===== config.mk =====
export PLATFORM = sky130hd
export DESIGN_NAME = param_sram_arbiter_flat
export DESIGN_NICKNAME = d
export VERILOG_FILES = /design/src/rtl/param_sram_arbiter_if.sv /design/src/rtl/param_sram_arbiter.sv /design/src/flat_wrapper.sv
export SDC_FILE = /design/constraint.sdc
export NUM_CORES = 1
export LEC_CHECK = 0
export BUFFER_PORTS_ARGS = -buffer_cell sky130_fd_sc_hd__buf_4
export CAP_MARGIN = 20
export CORE_AREA = 2 2 117 119
export DETAILED_ROUTE_END_ITERATION = 16
export DIE_AREA = 0 0 119 121
export HOLD_SLACK_MARGIN = 0.1
export PLACE_DENSITY_LB_ADDON = 0.1
export SLEW_MARGIN = 30
export SYNTH_ARGS = -nofsm -noshare
export SYNTH_HDL_FRONTEND = slang
export SYNTH_SLANG_ARGS = --single-unit

===== constraint.sdc =====
create_clock -name clk -period 1.3 [get_ports clk]
set_input_delay 0.065 -clock clk [delete_from_list [all_inputs] [get_ports clk]]
set_output_delay 0.065 -clock clk [all_outputs]
set_load 0.005 [all_outputs]

===== src/rtl/param_sram_arbiter_if.sv =====
// Request/response and SRAM bus bundle for param_sram_arbiter.
// The slave modport is the arbiter; the master modport is the requesters plus the SRAM.
interface param_sram_arbiter_if #(
   parameter int AddressSize = 32,
   parameter int Bits        = 32
);
   logic                   p0_req;
   logic                   p0_we;
   logic [AddressSize-1:0] p0_addr;
   logic [Bits-1:0]        p0_wdata;
   logic                   p0_gnt;
   logic                   p0_rvalid;
   logic [Bits-1:0]        p0_rdata;

   logic                   p1_req;
   logic                   p1_we;
   logic [AddressSize-1:0] p1_addr;
   logic [Bits-1:0]        p1_wdata;
   logic                   p1_gnt;
   logic                   p1_rvalid;
   logic [Bits-1:0]        p1_rdata;

   logic                   mem_cs;
   logic                   mem_oe;
   logic                   mem_W_req;
   logic [AddressSize-1:0] mem_addr;
   logic [Bits-1:0]        mem_W_data;
   logic [Bits-1:0]        mem_R_data;

   modport slave (
      input  p0_req, p0_we, p0_addr, p0_wdata,
      input  p1_req, p1_we, p1_addr, p1_wdata,
      input  mem_R_data,
      output p0_gnt, p0_rvalid, p0_rdata,
      output p1_gnt, p1_rvalid, p1_rdata,
      output mem_cs, mem_oe, mem_W_req, mem_addr, mem_W_data
   );

   modport master (
      output p0_req, p0_we, p0_addr, p0_wdata,
      output p1_req, p1_we, p1_addr, p1_wdata,
      output mem_R_data,
      input  p0_gnt, p0_rvalid, p0_rdata,
      input  p1_gnt, p1_rvalid, p1_rdata,
      input  mem_cs, mem_oe, mem_W_req, mem_addr, mem_W_data
   );
endinterface


===== src/rtl/param_sram_arbiter.sv =====
// Two-port arbiter/sequencer in front of the single-port parameter SRAM.
// Define PARAM_ARB_RR_EN for round-robin arbitration; otherwise port 0 has fixed priority.
module param_sram_arbiter #(
   parameter int AddressSize = 32,
   parameter int Bits        = 32,
   parameter int Words       = 4
) (
   input logic                   clk,
   input logic                   rst_n,
   param_sram_arbiter_if.slave   bus
);

   logic                   arb_en;
   logic                   gnt0;
   logic                   gnt1;
   logic                   any_gnt;
   logic                   win_we;
   logic [AddressSize-1:0] win_addr;
   logic [Bits-1:0]        win_wdata;
   logic                   win_in_range;
   logic                   rsp_valid_p1;
   logic                   rsp_port_p1;
   logic                   rsp_oor_p1;

   function automatic logic in_range(input logic [AddressSize-1:0] a);
      return a < AddressSize'(Words);
   endfunction

`ifdef PARAM_ARB_RR_EN
   logic prio;

   always_ff @(posedge clk or negedge rst_n) begin
      if (!rst_n)    prio <= 1'b0;
      else if (gnt0) prio <= 1'b1;
      else if (gnt1) prio <= 1'b0;
   end
`endif

   always_comb begin
      gnt0 = 1'b0;
      gnt1 = 1'b0;
      if (arb_en) begin
`ifdef PARAM_ARB_RR_EN
         if (bus.p0_req && bus.p1_req) begin
            gnt0 = ~prio;
            gnt1 = prio;
         end else begin
            gnt0 = bus.p0_req;
            gnt1 = bus.p1_req;
         end
`else
         gnt0 = bus.p0_req;
         gnt1 = bus.p1_req & ~bus.p0_req;
`endif
      end
   end

   assign any_gnt      = gnt0 | gnt1;
   assign win_we       = gnt1 ? bus.p1_we    : bus.p0_we;
   assign win_addr     = gnt1 ? bus.p1_addr  : bus.p0_addr;
   assign win_wdata    = gnt1 ? bus.p1_wdata : bus.p0_wdata;
   assign win_in_range = in_range(win_addr);

   assign bus.p0_gnt     = gnt0;
   assign bus.p1_gnt     = gnt1;
   // Out-of-range accesses are granted but never reach the array.
   assign bus.mem_cs     = any_gnt & win_in_range;
   assign bus.mem_W_req  = any_gnt ? ~win_we  : 1'b1;
   assign bus.mem_addr   = any_gnt ? win_addr : '0;
   assign bus.mem_W_data = any_gnt ? win_wdata : '0;

   // Stage p1: read response, one cycle after the grant.
   always_ff @(posedge clk or negedge rst_n) begin
      if (!rst_n) begin
         arb_en       <= 1'b0;
         rsp_valid_p1 <= 1'b0;
         rsp_port_p1  <= 1'b0;
         rsp_oor_p1   <= 1'b0;
      end else begin
         arb_en       <= 1'b1;
         rsp_valid_p1 <= any_gnt & ~win_we;
         rsp_port_p1  <= gnt1;
         rsp_oor_p1   <= ~win_in_range;
      end
   end

   assign bus.mem_oe    = rsp_valid_p1 & ~rsp_oor_p1;
   assign bus.p0_rvalid = rsp_valid_p1 & ~rsp_port_p1;
   assign bus.p1_rvalid = rsp_valid_p1 &  rsp_port_p1;
   assign bus.p0_rdata  = (bus.p0_rvalid && !rsp_oor_p1) ? bus.mem_R_data : '0;
   assign bus.p1_rdata  = (bus.p1_rvalid && !rsp_oor_p1) ? bus.mem_R_data : '0;

endmodule


===== src/flat_wrapper.sv =====
// flat-port wrapper written by rule: the top's interface ports become plain ports
module param_sram_arbiter_flat 
#(
   parameter int AddressSize = 32,
   parameter int Bits        = 32,
   parameter int Words       = 4
)
  (clk, rst_n, bus_p0_req, bus_p0_we, bus_p0_addr, bus_p0_wdata, bus_p1_req, bus_p1_we, bus_p1_addr, bus_p1_wdata, bus_mem_R_data, bus_p0_gnt, bus_p0_rvalid, bus_p0_rdata, bus_p1_gnt, bus_p1_rvalid, bus_p1_rdata, bus_mem_cs, bus_mem_oe, bus_mem_W_req, bus_mem_addr, bus_mem_W_data);
  param_sram_arbiter_if #(.AddressSize(AddressSize), .Bits(Bits)) bus_i ();
  input logic clk;
  input logic rst_n;
  input wire logic [$bits(bus_i.p0_req)-1:0] bus_p0_req;
  input wire logic [$bits(bus_i.p0_we)-1:0] bus_p0_we;
  input wire logic [$bits(bus_i.p0_addr)-1:0] bus_p0_addr;
  input wire logic [$bits(bus_i.p0_wdata)-1:0] bus_p0_wdata;
  input wire logic [$bits(bus_i.p1_req)-1:0] bus_p1_req;
  input wire logic [$bits(bus_i.p1_we)-1:0] bus_p1_we;
  input wire logic [$bits(bus_i.p1_addr)-1:0] bus_p1_addr;
  input wire logic [$bits(bus_i.p1_wdata)-1:0] bus_p1_wdata;
  input wire logic [$bits(bus_i.mem_R_data)-1:0] bus_mem_R_data;
  output wire logic [$bits(bus_i.p0_gnt)-1:0] bus_p0_gnt;
  output wire logic [$bits(bus_i.p0_rvalid)-1:0] bus_p0_rvalid;
  output wire logic [$bits(bus_i.p0_rdata)-1:0] bus_p0_rdata;
  output wire logic [$bits(bus_i.p1_gnt)-1:0] bus_p1_gnt;
  output wire logic [$bits(bus_i.p1_rvalid)-1:0] bus_p1_rvalid;
  output wire logic [$bits(bus_i.p1_rdata)-1:0] bus_p1_rdata;
  output wire logic [$bits(bus_i.mem_cs)-1:0] bus_mem_cs;
  output wire logic [$bits(bus_i.mem_oe)-1:0] bus_mem_oe;
  output wire logic [$bits(bus_i.mem_W_req)-1:0] bus_mem_W_req;
  output wire logic [$bits(bus_i.mem_addr)-1:0] bus_mem_addr;
  output wire logic [$bits(bus_i.mem_W_data)-1:0] bus_mem_W_data;
  assign bus_i.p0_req = bus_p0_req;
  assign bus_i.p0_we = bus_p0_we;
  assign bus_i.p0_addr = bus_p0_addr;
  assign bus_i.p0_wdata = bus_p0_wdata;
  assign bus_i.p1_req = bus_p1_req;
  assign bus_i.p1_we = bus_p1_we;
  assign bus_i.p1_addr = bus_p1_addr;
  assign bus_i.p1_wdata = bus_p1_wdata;
  assign bus_i.mem_R_data = bus_mem_R_data;
  assign bus_p0_gnt = bus_i.p0_gnt;
  assign bus_p0_rvalid = bus_i.p0_rvalid;
  assign bus_p0_rdata = bus_i.p0_rdata;
  assign bus_p1_gnt = bus_i.p1_gnt;
  assign bus_p1_rvalid = bus_i.p1_rvalid;
  assign bus_p1_rdata = bus_i.p1_rdata;
  assign bus_mem_cs = bus_i.mem_cs;
  assign bus_mem_oe = bus_i.mem_oe;
  assign bus_mem_W_req = bus_i.mem_W_req;
  assign bus_mem_addr = bus_i.mem_addr;
  assign bus_mem_W_data = bus_i.mem_W_data;
  param_sram_arbiter #(.AddressSize(AddressSize), .Bits(Bits), .Words(Words)) u_core (.clk(clk), .rst_n(rst_n), .bus(bus_i));
endmodule

==> flow_metrics.env <==
export IMPL_layout_nets=778
export IMPL_clock_sink_count=4
export IMPL_clock_path_buffers=2
export IMPL_ant_cells=0
export IMPL_peakVddDrop_v=0.000493
export IMPL_wl_per_cell_microns=16.5
export IMPL_synthesis_yosys_warnings=0
export IMPL_wl_met2_mm=7.14
export IMPL_post_route_period_util_pct=117
export IMPL_final_hold_viol_count=0
export IMPL_clk_pin_slew_ns=0.03
export IMPL_placement_io_buffers=300
export IMPL_kind_of_capture_point_of_the_worst_setup_path="primary output"
export IMPL_synth_top_family_by_area="simple AND/OR/NAND/NOR gates"
export IMPL_routedLengthMet1_mm=4.50
export IMPL_clk_insertion_delay_late_ns=0.22
export IMPL_crit_required_ns=1.24
export IMPL_placedInstanceArea_sq_um=4250
export IMPL_grt_total_usage_pct=15.3
export IMPL_timing_setup_tns_ns=-18.15
export IMPL_top_signal_layer_used="met4"
export IMPL_max_slew_violation_count=0
export IMPL_cts_root_buf="clkbuf_16"
export IMPL_critical_path_startpoint_type="flop"
export IMPL_detail_route_first_pass_iterations=4
export IMPL_seq_area_frac_synth_pct=5.65
export IMPL_xor_xnor_portion_of_the_synthesized_cell_area_pct=0
export IMPL_worstPathMaxFanout=17
export IMPL_layout_commonest_cell="buf_4"
export IMPL_violations="setup timing"
export IMPL_route_met3_wl_mm=1.12
export IMPL_fp_dieArea_sq_um=14400
export IMPL_muxShareOfSynthArea_pct=0.565
export IMPL_syn_area_per_cell_sq_um=6.04
export IMPL_cts_tree="done"
export IMPL_maximum_number_of_pins_on_one_net_before_global_route_repair=35
export IMPL_path_buf_inv=3
export IMPL_worst_hold_path_type="in -> async"
export IMPL_final_cell_mix="buf_4, buf_6, a22oi_1"
export IMPL_ant_nets_after_route=0
export IMPL_mapped_area_sq_um=1770
export IMPL_critical_path_class="reg -> out"
export IMPL_power_density_cell_area_nw_per_um2=357
export IMPL_design_core_area_sq_um=13100
export IMPL_netlist_cell_type_count=24
export IMPL_wirelength_mm=13.0
export IMPL_layout_core_utilization_pct=43.8
export IMPL_route_detailed_drc=0
export IMPL_globalplace_congestion=0.825
export IMPL_vias_per_cell=4.40
export IMPL_synth_compound_area_share_pct=23.7
export IMPL_grt_setup_unrepaired="true"
export IMPL_net_count_after_synthesis=459
export IMPL_fp_dieH_microns=121
export IMPL_dr_first_iter_drc_count=131
export IMPL_critical_path_cell_chain="nand2_8, buf_12, clkinv_16, nor3_4, o21ba_4, buf_6"
export IMPL_grt_first_pass_wirelength_mm=17.9
export IMPL_finClkSkew_ns=0.00107
export IMPL_power_static_leakage_nw=2.93
export IMPL_gr_total_overflow=0
export IMPL_route_vias_total=3461
export IMPL_post_synth_fa_ha_maj_area_fraction_pct=0
export IMPL_first_global_vias=3405
export IMPL_detailed_place_hpwl_mm=9.27
export IMPL_start_util_pct=13.5
export IMPL_die_w_microns=119
export IMPL_drv_max_cap_violation_count=0
export IMPL_total_number_of_h_tree_levels=1
export IMPL_cp_slowest_stage_delay_ns=0.46
export IMPL_cts_buffers=3
export IMPL_timing_critical_path_slowest_stage_cell="dfrtp_2"
export IMPL_netlist_instances=293
export IMPL_crit_arrival_ns=1.46
export IMPL_setup_viol=133
export IMPL_critical_path_top_delay_family="flip-flops"
export IMPL_area_growth_syn_to_layout_pct=223
export IMPL_post_route_cell_area_sq_um=5730
export IMPL_post_route_cells_drive_above_1_share_pct=77.7
export IMPL_synth_simple_gate_area_share_pct=59.9
export IMPL_floorplan_io_pins=301
export IMPL_antenna_violations_before_repair=0
export IMPL_rows=42
export IMPL_run_status="finished with violations"
export IMPL_min_period_ns=1.52
export IMPL_fmax_mhz=657
export IMPL_setup_ws_ns=-0.221
export IMPL_postSynthRegisterBits=4
==> path summary, 6_finish.rpt <==
kind	startpoint	to	slack, ns	cells after the start
min	rst_n	u_core.rsp_port_p1$_DFF_PN0_	0.21	2
min reg2reg	u_core.arb_en$_DFF_PN0_	u_core.rsp_port_p1$_DFF_PN0_	0.89	3
min in group clk	bus_p1_we	u_core.rsp_valid_p1$_DFF_PN0_	0.28	4
max in group asynchronous	rst_n	u_core.arb_en$_DFF_PN0_	0.96	2
max reg2reg	u_core.arb_en$_DFF_PN0_	u_core.rsp_oor_p1$_DFF_PN0_	0.13	5
max	u_core.arb_en$_DFF_PN0_	bus_mem_cs	-0.22	6
==> worst register-to-register path: stages (launching register included) <==
cell and delay, ns:
dfrtp_2 0.46, nand2_8 0.16, buf_12 0.15, clkinv_16 0.08, nor3_4 0.15, nor2_1 0.07
==> cell families (layout without fill, tap and decap cells) <==
group	after synthesis	after routing
AOI/OAI and AO/OA	66	66
buffers and inverters	31	348
DFF	4	4
muxes	1	1
other	1	1
and+or+nand+nor	190	190
==> power by group <==
part / switching, W / leakage (nW) / total [W] / internal (W)
clock network: 0.0000860 / 0.0370 / 0.000479 / 0.000393
registers: 0.00000537 / 0.0460 / 0.000136 / 0.000130
logic: 0.000567 / 2.85 / 0.00143 / 0.000864
==> state kept, by name, indices dropped and copies added (netlist names) <==
name and flops:
u_core.arb_en 1, u_core.rsp_oor_p1 1, u_core.rsp_port_p1 1, u_core.rsp_valid_p1 1
==> routing by layer <==
| metal | vias to the layer above | global-route usage (%) |
|---|---|---|
| li1 | 1659 | - |
| met1 | 1602 | 15.8 |
| met2 | 187 | 30.6 |
| met3 | 13 | 4.93 |
| met4 | 0 | 1.71 |
| met5 | - | 0 |
==> Yosys cell counts <==
| library cell | number | share of area, % |
|---|---|---|
| nand2_8 | 1 | 1.1 |
| and2b_1 | 2 | 0.85 |
| and2_1 | 33 | 12 |
| nor3_2 | 2 | 1.1 |
| nor2_1 | 4 | 0.85 |
| o21ba_1 | 1 | 0.57 |
| inv_6 | 1 | 0.49 |
| nor2b_4 | 1 | 0.78 |
| o21ai_1 | 1 | 0.28 |
| dfrtp_1 | 4 | 5.7 |
| and3_1 | 32 | 11 |
| buf_4 | 2 | 0.85 |
| a22oi_1 | 34 | 14 |
| mux2i_1 | 1 | 0.57 |
| a21oi_1 | 30 | 8.5 |
| or2_1 | 1 | 0.35 |
| nor4_1 | 14 | 4.9 |
| nand2_1 | 60 | 13 |
| nor2b_1 | 36 | 13 |
| buf_2 | 8 | 2.3 |
| conb_1 | 1 | 0.21 |
| clkbuf_1 | 15 | 3.2 |
| nand4_1 | 4 | 1.4 |
| buf_6 | 5 | 3.2 |
==> area by class of cell <==
cell class / instances / area, sq um
inverter: 1 / 30.0
timing repair inverter: 3 / 41.3
multi-input combinational: 258 / 2160
clock buffer: 3 / 75.1
sequential: 4 / 101
fill: 1292 / 7360
tap: 176 / 220
timing repair buffer: 341 / 3090
==> timing repair <==
item / 4_1_cts / 5_1_grt
buffers inserted: 8 / 9
resized for setup: 96 / 170
gates cloned: 4 / 10
endpoints found under the hold margin: 4 / 0
setup endpoints to repair: 125 / 132
pin swaps: 50 / 42
hold buffers: 1 / 0
==> stage by stage <==
step                worst slack, ns  instances  hold WS (ns)  total power (W)
CTS                          -0.217        770         0.198          0.00177
global placement            -0.0386        754        -0.126          0.00112
finish                       -0.221        786         0.215          0.00205
detailed placement          -0.0380        754        -0.128          0.00113
floorplan                     0.120        293        -0.231         0.000436
global route                 -0.315        786         0.221          0.00217
No activity file was read; power rests on OpenSTA's default activity.
